## config.mk

```make
export PLATFORM = sky130hd
export DESIGN_NAME = rr_bus_arbiter4_flat
export DESIGN_NICKNAME = d
export VERILOG_FILES = /design/src/rtl/rr_bus_arbiter4_pkg.sv /design/src/rtl/rr_bus_arbiter4_if.sv /design/src/rtl/rr_bus_arbiter4_pick.sv /design/src/rtl/rr_bus_arbiter4.sv /design/src/flat_wrapper.sv
export SDC_FILE = /design/constraint.sdc
export NUM_CORES = 1
export LEC_CHECK = 0
export CORE_UTILIZATION = 53
export CTS_CLUSTER_DIAMETER = 200
export DETAILED_ROUTE_END_ITERATION = 12
export DONT_BUFFER_PORTS = 1
export PLACE_DENSITY = 0.71
export RECOVER_POWER = 100
export SYNTH_ARGS = -nofsm -noshare
export SYNTH_HDL_FRONTEND = slang
export SYNTH_SLANG_ARGS = --single-unit
```

## constraint.sdc

```tcl
create_clock -name clk -period 1.45 [get_ports clk]
set_input_delay 0.3625 -clock clk [delete_from_list [all_inputs] [get_ports clk]]
set_output_delay 0.3625 -clock clk [all_outputs]
set_load 0.01 [all_outputs]
```

## src/rtl/rr_bus_arbiter4_pkg.sv

```systemverilog
// Shared constants and types for the 4-master round-robin bus arbiter.
package rr_bus_arbiter4_pkg;

    localparam int NUM_REQ = 4;
    localparam int SEL_W   = 2;

    typedef enum logic {
        IDLE = 1'b0,
        BUSY = 1'b1
    } state_e;

    // Pointer starts at the last master so master 0 has first priority.
    localparam logic [SEL_W-1:0] LAST_RST = 2'd3;

    function automatic logic [NUM_REQ-1:0] onehot(input logic [SEL_W-1:0] idx);
        onehot      = '0;
        onehot[idx] = 1'b1;
    endfunction

endpackage

```

## src/rtl/rr_bus_arbiter4_if.sv

```systemverilog
// Request/grant/completion bundle between the masters, the arbiter and the slave.
interface rr_bus_arbiter4_if;
    import rr_bus_arbiter4_pkg::*;

    logic [NUM_REQ-1:0] req;
    logic               bus_ready;
    logic [SEL_W-1:0]   sel;
    logic [NUM_REQ-1:0] grant;
    logic               bus_valid;
    logic [NUM_REQ-1:0] done;
    logic [NUM_REQ-1:0] err;
    logic               busy;

    modport master (
        input  req, bus_ready,
        output sel, grant, bus_valid, done, err, busy
    );

    modport slave (
        output req, bus_ready,
        input  sel, grant, bus_valid, done, err, busy
    );

endinterface

```

## src/rtl/rr_bus_arbiter4_pick.sv

```systemverilog
// Combinational round-robin picker: first requester after the last owner wins.
module rr_pick4
    import rr_bus_arbiter4_pkg::*;
(
    input  logic [NUM_REQ-1:0] req_i,
    input  logic [SEL_W-1:0]   last_i,
    output logic               any_o,
    output logic [SEL_W-1:0]   winner_o
);

    logic [SEL_W-1:0] idx;

    always_comb begin
        any_o    = 1'b0;
        winner_o = '0;
        idx      = '0;
        for (int i = 1; i <= NUM_REQ; i++) begin
            idx = last_i + SEL_W'(i);
            if (!any_o && req_i[idx]) begin
                any_o    = 1'b1;
                winner_o = idx;
            end
        end
    end

endmodule

```

## src/rtl/rr_bus_arbiter4.sv

```systemverilog
// Round-robin arbiter and transaction sequencer for one shared 32-bit bus port.
//   state | meaning
//   IDLE  | no owner; done/err pulse cycle; arbitrate pending requests
//   BUSY  | owner granted, bus_valid high, waiting for bus_ready or timeout
module rr_bus_arbiter4
    import rr_bus_arbiter4_pkg::*;
#(
    parameter int TIMEOUT = 15,
    parameter int CNT_W   = 4
) (
    input  logic clk,
    input  logic reset_n,
    rr_bus_arbiter4_if.master bus
);

    localparam logic [CNT_W-1:0] CNT_TC = CNT_W'(TIMEOUT - 1);

    state_e             state_q, state_d;
    logic [CNT_W-1:0]   cnt_q, cnt_d;
    logic [SEL_W-1:0]   last_q, last_d;
    logic [SEL_W-1:0]   sel_q, sel_d;
    logic [NUM_REQ-1:0] grant_q, grant_d;
    logic [NUM_REQ-1:0] done_q, done_d;
    logic [NUM_REQ-1:0] err_q, err_d;

    logic               pick_any;
    logic [SEL_W-1:0]   pick_winner;

    rr_pick4 u_pick (
        .req_i    (bus.req),
        .last_i   (last_q),
        .any_o    (pick_any),
        .winner_o (pick_winner)
    );

    always_ff @(posedge clk or negedge reset_n) begin
        if (!reset_n) begin
            state_q <= IDLE;
            cnt_q   <= '0;
            last_q  <= LAST_RST;
            sel_q   <= '0;
            grant_q <= '0;
            done_q  <= '0;
            err_q   <= '0;
        end else begin
            state_q <= state_d;
            cnt_q   <= cnt_d;
            last_q  <= last_d;
            sel_q   <= sel_d;
            grant_q <= grant_d;
            done_q  <= done_d;
            err_q   <= err_d;
        end
    end

    always_comb begin
        state_d = state_q;
        cnt_d   = cnt_q;
        last_d  = last_q;
        sel_d   = sel_q;
        grant_d = grant_q;
        done_d  = '0;
        err_d   = '0;
        unique case (state_q)
            IDLE: begin
                if (pick_any) begin
                    state_d = BUSY;
                    grant_d = onehot(pick_winner);
                    sel_d   = pick_winner;
                    cnt_d   = '0;
                end
            end
            BUSY: begin
                // Ready takes precedence over a timeout in the same cycle.
                if (bus.bus_ready) begin
                    done_d  = grant_q;
                    grant_d = '0;
                    last_d  = sel_q;
                    state_d = IDLE;
                end else if (cnt_q == CNT_TC) begin
                    err_d   = grant_q;
                    grant_d = '0;
                    last_d  = sel_q;
                    state_d = IDLE;
                end else begin
                    cnt_d = cnt_q + 1'b1;
                end
            end
            default: state_d = IDLE;
        endcase
    end

    assign bus.sel       = sel_q;
    assign bus.grant     = grant_q;
    assign bus.bus_valid = (state_q == BUSY);
    assign bus.busy      = (state_q == BUSY);
    assign bus.done      = done_q;
    assign bus.err       = err_q;

endmodule

```

## src/flat_wrapper.sv

```systemverilog
// flat-port wrapper written by rule: the top's interface ports become plain ports
module rr_bus_arbiter4_flat import rr_bus_arbiter4_pkg::*;
#(
    parameter int TIMEOUT = 15,
    parameter int CNT_W   = 4
)
  (clk, reset_n, bus_req, bus_bus_ready, bus_sel, bus_grant, bus_bus_valid, bus_done, bus_err, bus_busy);
  rr_bus_arbiter4_if bus_i ();
  input  logic clk;
  input  logic reset_n;
  input wire logic [$bits(bus_i.req)-1:0] bus_req;
  input wire logic [$bits(bus_i.bus_ready)-1:0] bus_bus_ready;
  output wire logic [$bits(bus_i.sel)-1:0] bus_sel;
  output wire logic [$bits(bus_i.grant)-1:0] bus_grant;
  output wire logic [$bits(bus_i.bus_valid)-1:0] bus_bus_valid;
  output wire logic [$bits(bus_i.done)-1:0] bus_done;
  output wire logic [$bits(bus_i.err)-1:0] bus_err;
  output wire logic [$bits(bus_i.busy)-1:0] bus_busy;
  assign bus_i.req = bus_req;
  assign bus_i.bus_ready = bus_bus_ready;
  assign bus_sel = bus_i.sel;
  assign bus_grant = bus_i.grant;
  assign bus_bus_valid = bus_i.bus_valid;
  assign bus_done = bus_i.done;
  assign bus_err = bus_i.err;
  assign bus_busy = bus_i.busy;
  rr_bus_arbiter4 #(.TIMEOUT(TIMEOUT), .CNT_W(CNT_W)) u_core (.clk(clk), .reset_n(reset_n), .bus(bus_i));
endmodule
```

-- Word-level counts from Yosys, hierarchy flattened
Cells that the tools add are included.
- flip-flop bits (word level): 21
- latch bits: 0
- RAM bits: 0
- bits in read-only memories: 0
- input bits: 7
- output and inout port bits: 16
- logic and storage cells: 72
- memories: 0
- $add $sub $neg: 4
- multipliers: 0
- divide/modulo/power cells: 0
- order comparisons: 6
- equality and inequality tests: 5
- shift-type cells: 0
- mux-type cells: 37
- bitwise gates (word level): 1
- reductions and logical operators: 12
- operators by type and width (kind ; count):
    $mux 4 ; 11
    $pmux 4 s2 ; 2
    $lt 2x3->1 const B ; 5
    $mux 1 ; 12
    $mux 2 ; 6
    $bmux 1 s2 ; 4
    $reduce_and 2->1 ; 3
    $add 2x2->2 const B ; 2
    $add 4x1->4 const B ; 1
    $eq 4x4->1 const B ; 1
    $logic_and 1x1->1 ; 4
    $ne 2x2->1 const B ; 2
    $logic_not 1->1 ; 3
    $ne 3x3->1 const B ; 1
    $reduce_and 3->1 ; 1
    $add 2x1->2 const B ; 1
    $demux 1 s2 ; 1
    $ge 2x1->1 const B ; 1
    $ne 2x1->1 const B ; 1
    $pmux 1 s2 ; 1
    $reduce_bool 2->1 ; 1
    $not 1->1 ; 1

-- Longest topological paths before layout
- word-level depth: 19
- gate-level depth with buffers: 6
- depth with buffers taken out: 6

-- Cells and area by module
Synthesis repeated with hierarchy kept, for this count alone.
- cells, all modules: 89
- area total of the unflattened synthesis: 975.9 µm²
- modules (own cells, without submodules) (module ; instances ; cells an instance ; area an instance (µm²) ; sequential area each (µm²)):
    rr_bus_arbiter4 ; 1 ; 75 ; 884.6 ; 528.0
    rr_pick4 ; 1 ; 14 ; 91.3 ; 0.0

-- Worst setup path before layout
Ideal clock, no wire load.
- kind: register to register
- start: register u_core.cnt_q[0]
- end: register u_core.last_q[0]
- library setup time: 0.082 ns
- data arrival time: 1.362 ns
- required time: 1.368 ns
- slack: 0.005 ns
- cell stages (with the launch flop): 6
- buffers on the path: 0
- period minus slack after synthesis: 1.445 ns
- cell sequence: dfrtp_1 inv_1 ha_1 and3_2 o21ai_2 mux2_2
- longest elaborated chain between the ends: 3
- RTL lines (item ; line ; text):
    start, declared ; rr_bus_arbiter4.sv:19 ; logic [CNT_W-1:0] cnt_q, cnt_d;
    start signal, assigned ; rr_bus_arbiter4.sv:47 ; cnt_q <= cnt_d;
    $eq 4x4->1 ; rr_bus_arbiter4.sv:80 ; end else if (cnt_q == CNT_TC) begin
    $reduce_bool 2->1 (no source line) ; -- ;
    $reduce_and 2->1 (no source line) ; -- ;
    end signal, assigned ; rr_bus_arbiter4.sv:48 ; last_q <= last_d;
    end, declared ; rr_bus_arbiter4.sv:20 ; logic [SEL_W-1:0] last_q, last_d;
No other way between the ends.
A chain may end at the register's enable or synchronous reset.

-- Worst setup path after layout
- start: register u_core.last_q[0]
- end: register u_core.grant_q[3] (netlist: u_core.bus.grant[3])
- longest elaborated chain between the ends: 19
- elaborated cells on any way between the ends: 34
- those cells by class: add/sub: 3; order compare: 2; eq/ne: 1; mux: 20; reduce/logical: 8
- RTL lines (item ; line ; text):
    $add 2x1->2 ; rr_bus_arbiter4_pick.sv:18 ; idx = last_i + SEL_W'(i);
    $bmux 1 s2 ; rr_bus_arbiter4_pick.sv:19 ; if (!any_o && req_i[idx]) begin
    $mux 1 (implied by the code) ; rr_bus_arbiter4_pick.sv:19 ;
    $mux 1 ; rr_bus_arbiter4_pick.sv:19 ;
    $logic_not 1->1 ; rr_bus_arbiter4_pick.sv:19 ;
    $logic_and 1x1->1 ; rr_bus_arbiter4_pick.sv:19 ;
    $mux 1 ; rr_bus_arbiter4_pick.sv:19 ;
    $logic_not 1->1 ; rr_bus_arbiter4_pick.sv:19 ;
    (+3 left out) ; -- ;
    $logic_and 1x1->1 ; rr_bus_arbiter4_pick.sv:19 ;
    $mux 2 ; rr_bus_arbiter4_pick.sv:19 ;
    $lt 2x3->1 (implied by the code) / $ge 2x1->1 (equally long branches) ; rr_bus_arbiter4_pkg.sv:17 ; onehot[idx] = 1'b1;
    $logic_and 1x1->1 (implied by the code) ; rr_bus_arbiter4_pkg.sv:17 ;
    $mux 1 (implied by the code) ; rr_bus_arbiter4_pkg.sv:17 ;
    $demux 1 s2 ; -- ;
    $mux 4 ; rr_bus_arbiter4.sv:66 ; if (pick_any) begin
    $pmux 4 s2 ; rr_bus_arbiter4.sv:64 ; unique case (state_q)
    end signal, assigned ; rr_bus_arbiter4.sv:50 ; grant_q <= grant_d;
    end, declared ; rr_bus_arbiter4.sv:22 ; logic [NUM_REQ-1:0] grant_q, grant_d;
Parallel ways exist; a longest one is shown, timed or not. The select of a mux whose other input is x is not followed.

==> results.json <==
{
  "slew-limit-headroom": 0.409,
  "die_area_mm2": 0.00194,
  "grt-ovfl-total": 0,
  "clock.fmax_mhz": 701,
  "rrSetupSlack_ps": 20,
  "r2r_end": "u_core.bus.grant[3]$_DFFE_PN0P_",
  "syn-num-nets": 90,
  "synth_area_um2": 936,
  "finClkSkew_ps": 7.92,
  "r2r_cells": 4,
  "synth_seq_cells": 21,
  "leakage_nw": 0.524,
  "yosysWarnings": 0,
  "critPathArrivalTime_ps": 1630,
  "post-route-period-util": 0.983,
  "syn_avg_cell_area_um2": 11.6,
  "hold_start": "bus_bus_ready",
  "grt_antenna_before_repair": 0,
  "cp-end-kind": "register",
  "multi_input_area_um2": 442,
  "syn_inst": 81,
  "synth_common_cells": "dfrtp_1, and3_1, nand3_1, nand2_1",
  "grt_pass1_wl_mm": 3.04,
  "synthTopCellsByArea": "dfrtp_1, and3_1, dfstp_2",
  "yosysSeqAreaShare": 0.564,
  "dp_hpwl_mm": 1.27,
  "async_flop_share": 1.00,
  "core_area_mm2": 0.00158,
  "rows": 14,
  "start_util": 0.594,
  "clk_pin_slew_worst_paths_ps": 110,
  "grt_pass1_vias": 697,
  "worstHoldEndpoint": "u_core.bus.done[3]$_DFF_PN0_",
  "power.density_mw_per_mm2": 1890,
  "viasPerCell": 6.40,
  "drc_errors": 2,
  "routed_wl_mm": 1.91,
  "synth_top_area_frac": 0.508,
  "cts_tree": "done",
  "max-vdd-ir-drop_v": 0.00103,
  "root_buffer": "clkbuf_4",
  "grt_max_degree": 22,
  "timing_worst_slew_pin_value_ps": 884,
  "place_ws_ps": -82.0,
  "slew_viol_final": 0,
  "violations": "DRC",
  "htreeDepth": 1,
  "grt_usage": 0.218,
  "grt_busiest_layer": "met2",
  "numClockSinks": 21,
  "numCtsBuffers": 3,
  "drt_pass1_iterations": 11,
  "port_buffers": 0,
  "clockBufferDepth": 2,
  "grt_use_met2": 0.356,
  "insertion_delay_ps": 310,
  "globalplace.congestion": 0.890,
  "maxCapViolations": 0,
  "r2r_start": "u_core.last_q[0]$_DFFE_PN1P_",
  "tns_ps": 0,
  "setup_ws_ps": 24.1,
  "synth.most_common_cell": "dfrtp_1",
  "fin_nets": 103,
  "via_count": 698,
  "hold_violations": 0,
  "num_io_pins": 23,
  "wl_per_cell_um": 17.5,
  "die-width_um": 44.0,
  "met3_usage": 0.0612,
  "start_kind": "register",
  "met1_usage": 0.260,
  "antennaDiodeCount": 0,
  "cp_max_fo": 4,
  "layout-drive-gt1-share": 0.290,
  "fin_crit_ps": 1430,
  "fillCellCount": 107,
  "syn2layout_area_growth_pct": 16.8,
  "synth_edf_count": 0,
  "status": "complete, but fails checks",
  "critical_path_required_ps": 1650,
  "hold_depth": 1,
  "yosysUniqueCellTypes": 32,
  "hold_path.class": "input port to register",
  "register_area_um2": 528,
  "fp.dieH_um": 44.0,
  "synth_top_area_cell": "dfrtp_1",
  "setup_viol": 0,
  "drtIter0Drc": 18,
  "grt_setup_unrepaired": "no",
  "synthFlopType": "dfrtp_1",
  "critical_path_class": "register to register",
  "ant_nets": 0
}
[per-layer routing]
metal / part of all wire / up-vias
li1: - / 315
met1: 0.41 / 346
met2: 0.50 / 30
met3: 0.068 / 7
met4: 0.027 / 0
met5: 0 / -
[final cells by class]
cell class              instances  share of cell area
repair buffers                 10              0.0641
well taps                      16              0.0183
flip-flops and latches         21               0.483
multi-input cells              56               0.404
inverters                       2             0.00686
clock buffers                   4              0.0240
[what timing repair did]
item / in CTS / in global routing
endpoints found under the hold margin: 21 / 0
gates resized for setup: 2 / 12
hold buffers: 1 / 0
pin swaps: 1 / 1
setup buffers: 1 / 1
setup endpoints to repair: 4 / 7
[worst max path at each step]
stage / slack, ps / endpoint / startpoint / cells after the start
2_1_floorplan: 5 / u_core.last_q[0]$_DFFE_PN1P_ / u_core.cnt_q[0]$_DFFE_PN0P_ / 5
5_1_grt: 4 / u_core.bus.grant[3]$_DFFE_PN0P_ / u_core.last_q[0]$_DFFE_PN1P_ / 4
4_1_cts: 3 / u_core.last_q[1]$_DFFE_PN1P_ / u_core.cnt_q[0]$_DFFE_PN0P_ / 5
3_3_place_gp: -20 / u_core.last_q[1]$_DFFE_PN1P_ / u_core.cnt_q[0]$_DFFE_PN0P_ / 5
6_report: 20 / u_core.bus.grant[3]$_DFFE_PN0P_ / u_core.last_q[0]$_DFFE_PN1P_ / 4
3_5_place_dp: -80 / u_core.last_q[1]$_DFFE_PN1P_ / u_core.cnt_q[0]$_DFFE_PN0P_ / 5
[logic make-up (layout without fill, tap and decap cells)]
| group | Yosys count | after routing | share of synthesized area |
|---|---|---|---|
| and+or+nand+nor | 36 | 36 | 0.229 |
| adders and majority gates | 2 | 2 | 0.0267 |
| DFF | 21 | 21 | 0.564 |
| AOI/OAI and AO/OA | 13 | 13 | 0.0976 |
| xor gates and xnor gates | 2 | 2 | 0.0187 |
| muxes | 3 | 3 | 0.0361 |
| buffers and inverters | 4 | 16 | 0.0281 |
[critical path: stages, from the launching register on]
cell      delay (ps)
dfstp_2          590
nand2b_4         150
nor2_2            50
a311o_1          300
a31o_1           240
[power by group]
part | leakage, nW | total (mW) | switching [mW] | internal (mW)
Clock | 0.0150 | 0.275 | 0.168 | 0.107
Combinational | 0.234 | 0.802 | 0.392 | 0.409
Sequential | 0.274 | 0.992 | 0.225 | 0.766
[per-stage QoR]
step                utilization  area (um2)  power (mW)  instances  hold slack, ps
floorplan                     -         936        1.40         81            66.9
global placement          0.628         990        1.60        102            67.3
detailed placement        0.628         990        1.63        102            67.3
CTS                       0.663        1040        1.94        108             195
global route              0.694        1090        2.21        109             186
finish                    0.694        1090        2.07        109             198
[sequential cells by signal, summed over array words and instances (netlist names)]
name and cells:
u_core.bus.err 4, u_core.bus.bus_valid 1, u_core.bus.sel 2, u_core.bus.grant 4, u_core.cnt_q 4, u_core.bus.done 4
u_core.last_q 2
[cells in the final DEF (no fill, tap or decap), drive strengths merged, types with 2 or more instances in the layout]
cell	Yosys	final
dfrtp	19	19
and3	12	12
clkbuf	0	7
nand3	6	6
buf	2	6
nand2	5	5
nor2	4	4
o21ai	4	4
nand2b	3	3
mux2	3	3
o31ai	2	2
a31o	2	2
dfstp	2	2
inv	2	2
a21oi	2	2
ha	2	2
Power figures use the tool's default switching activity.
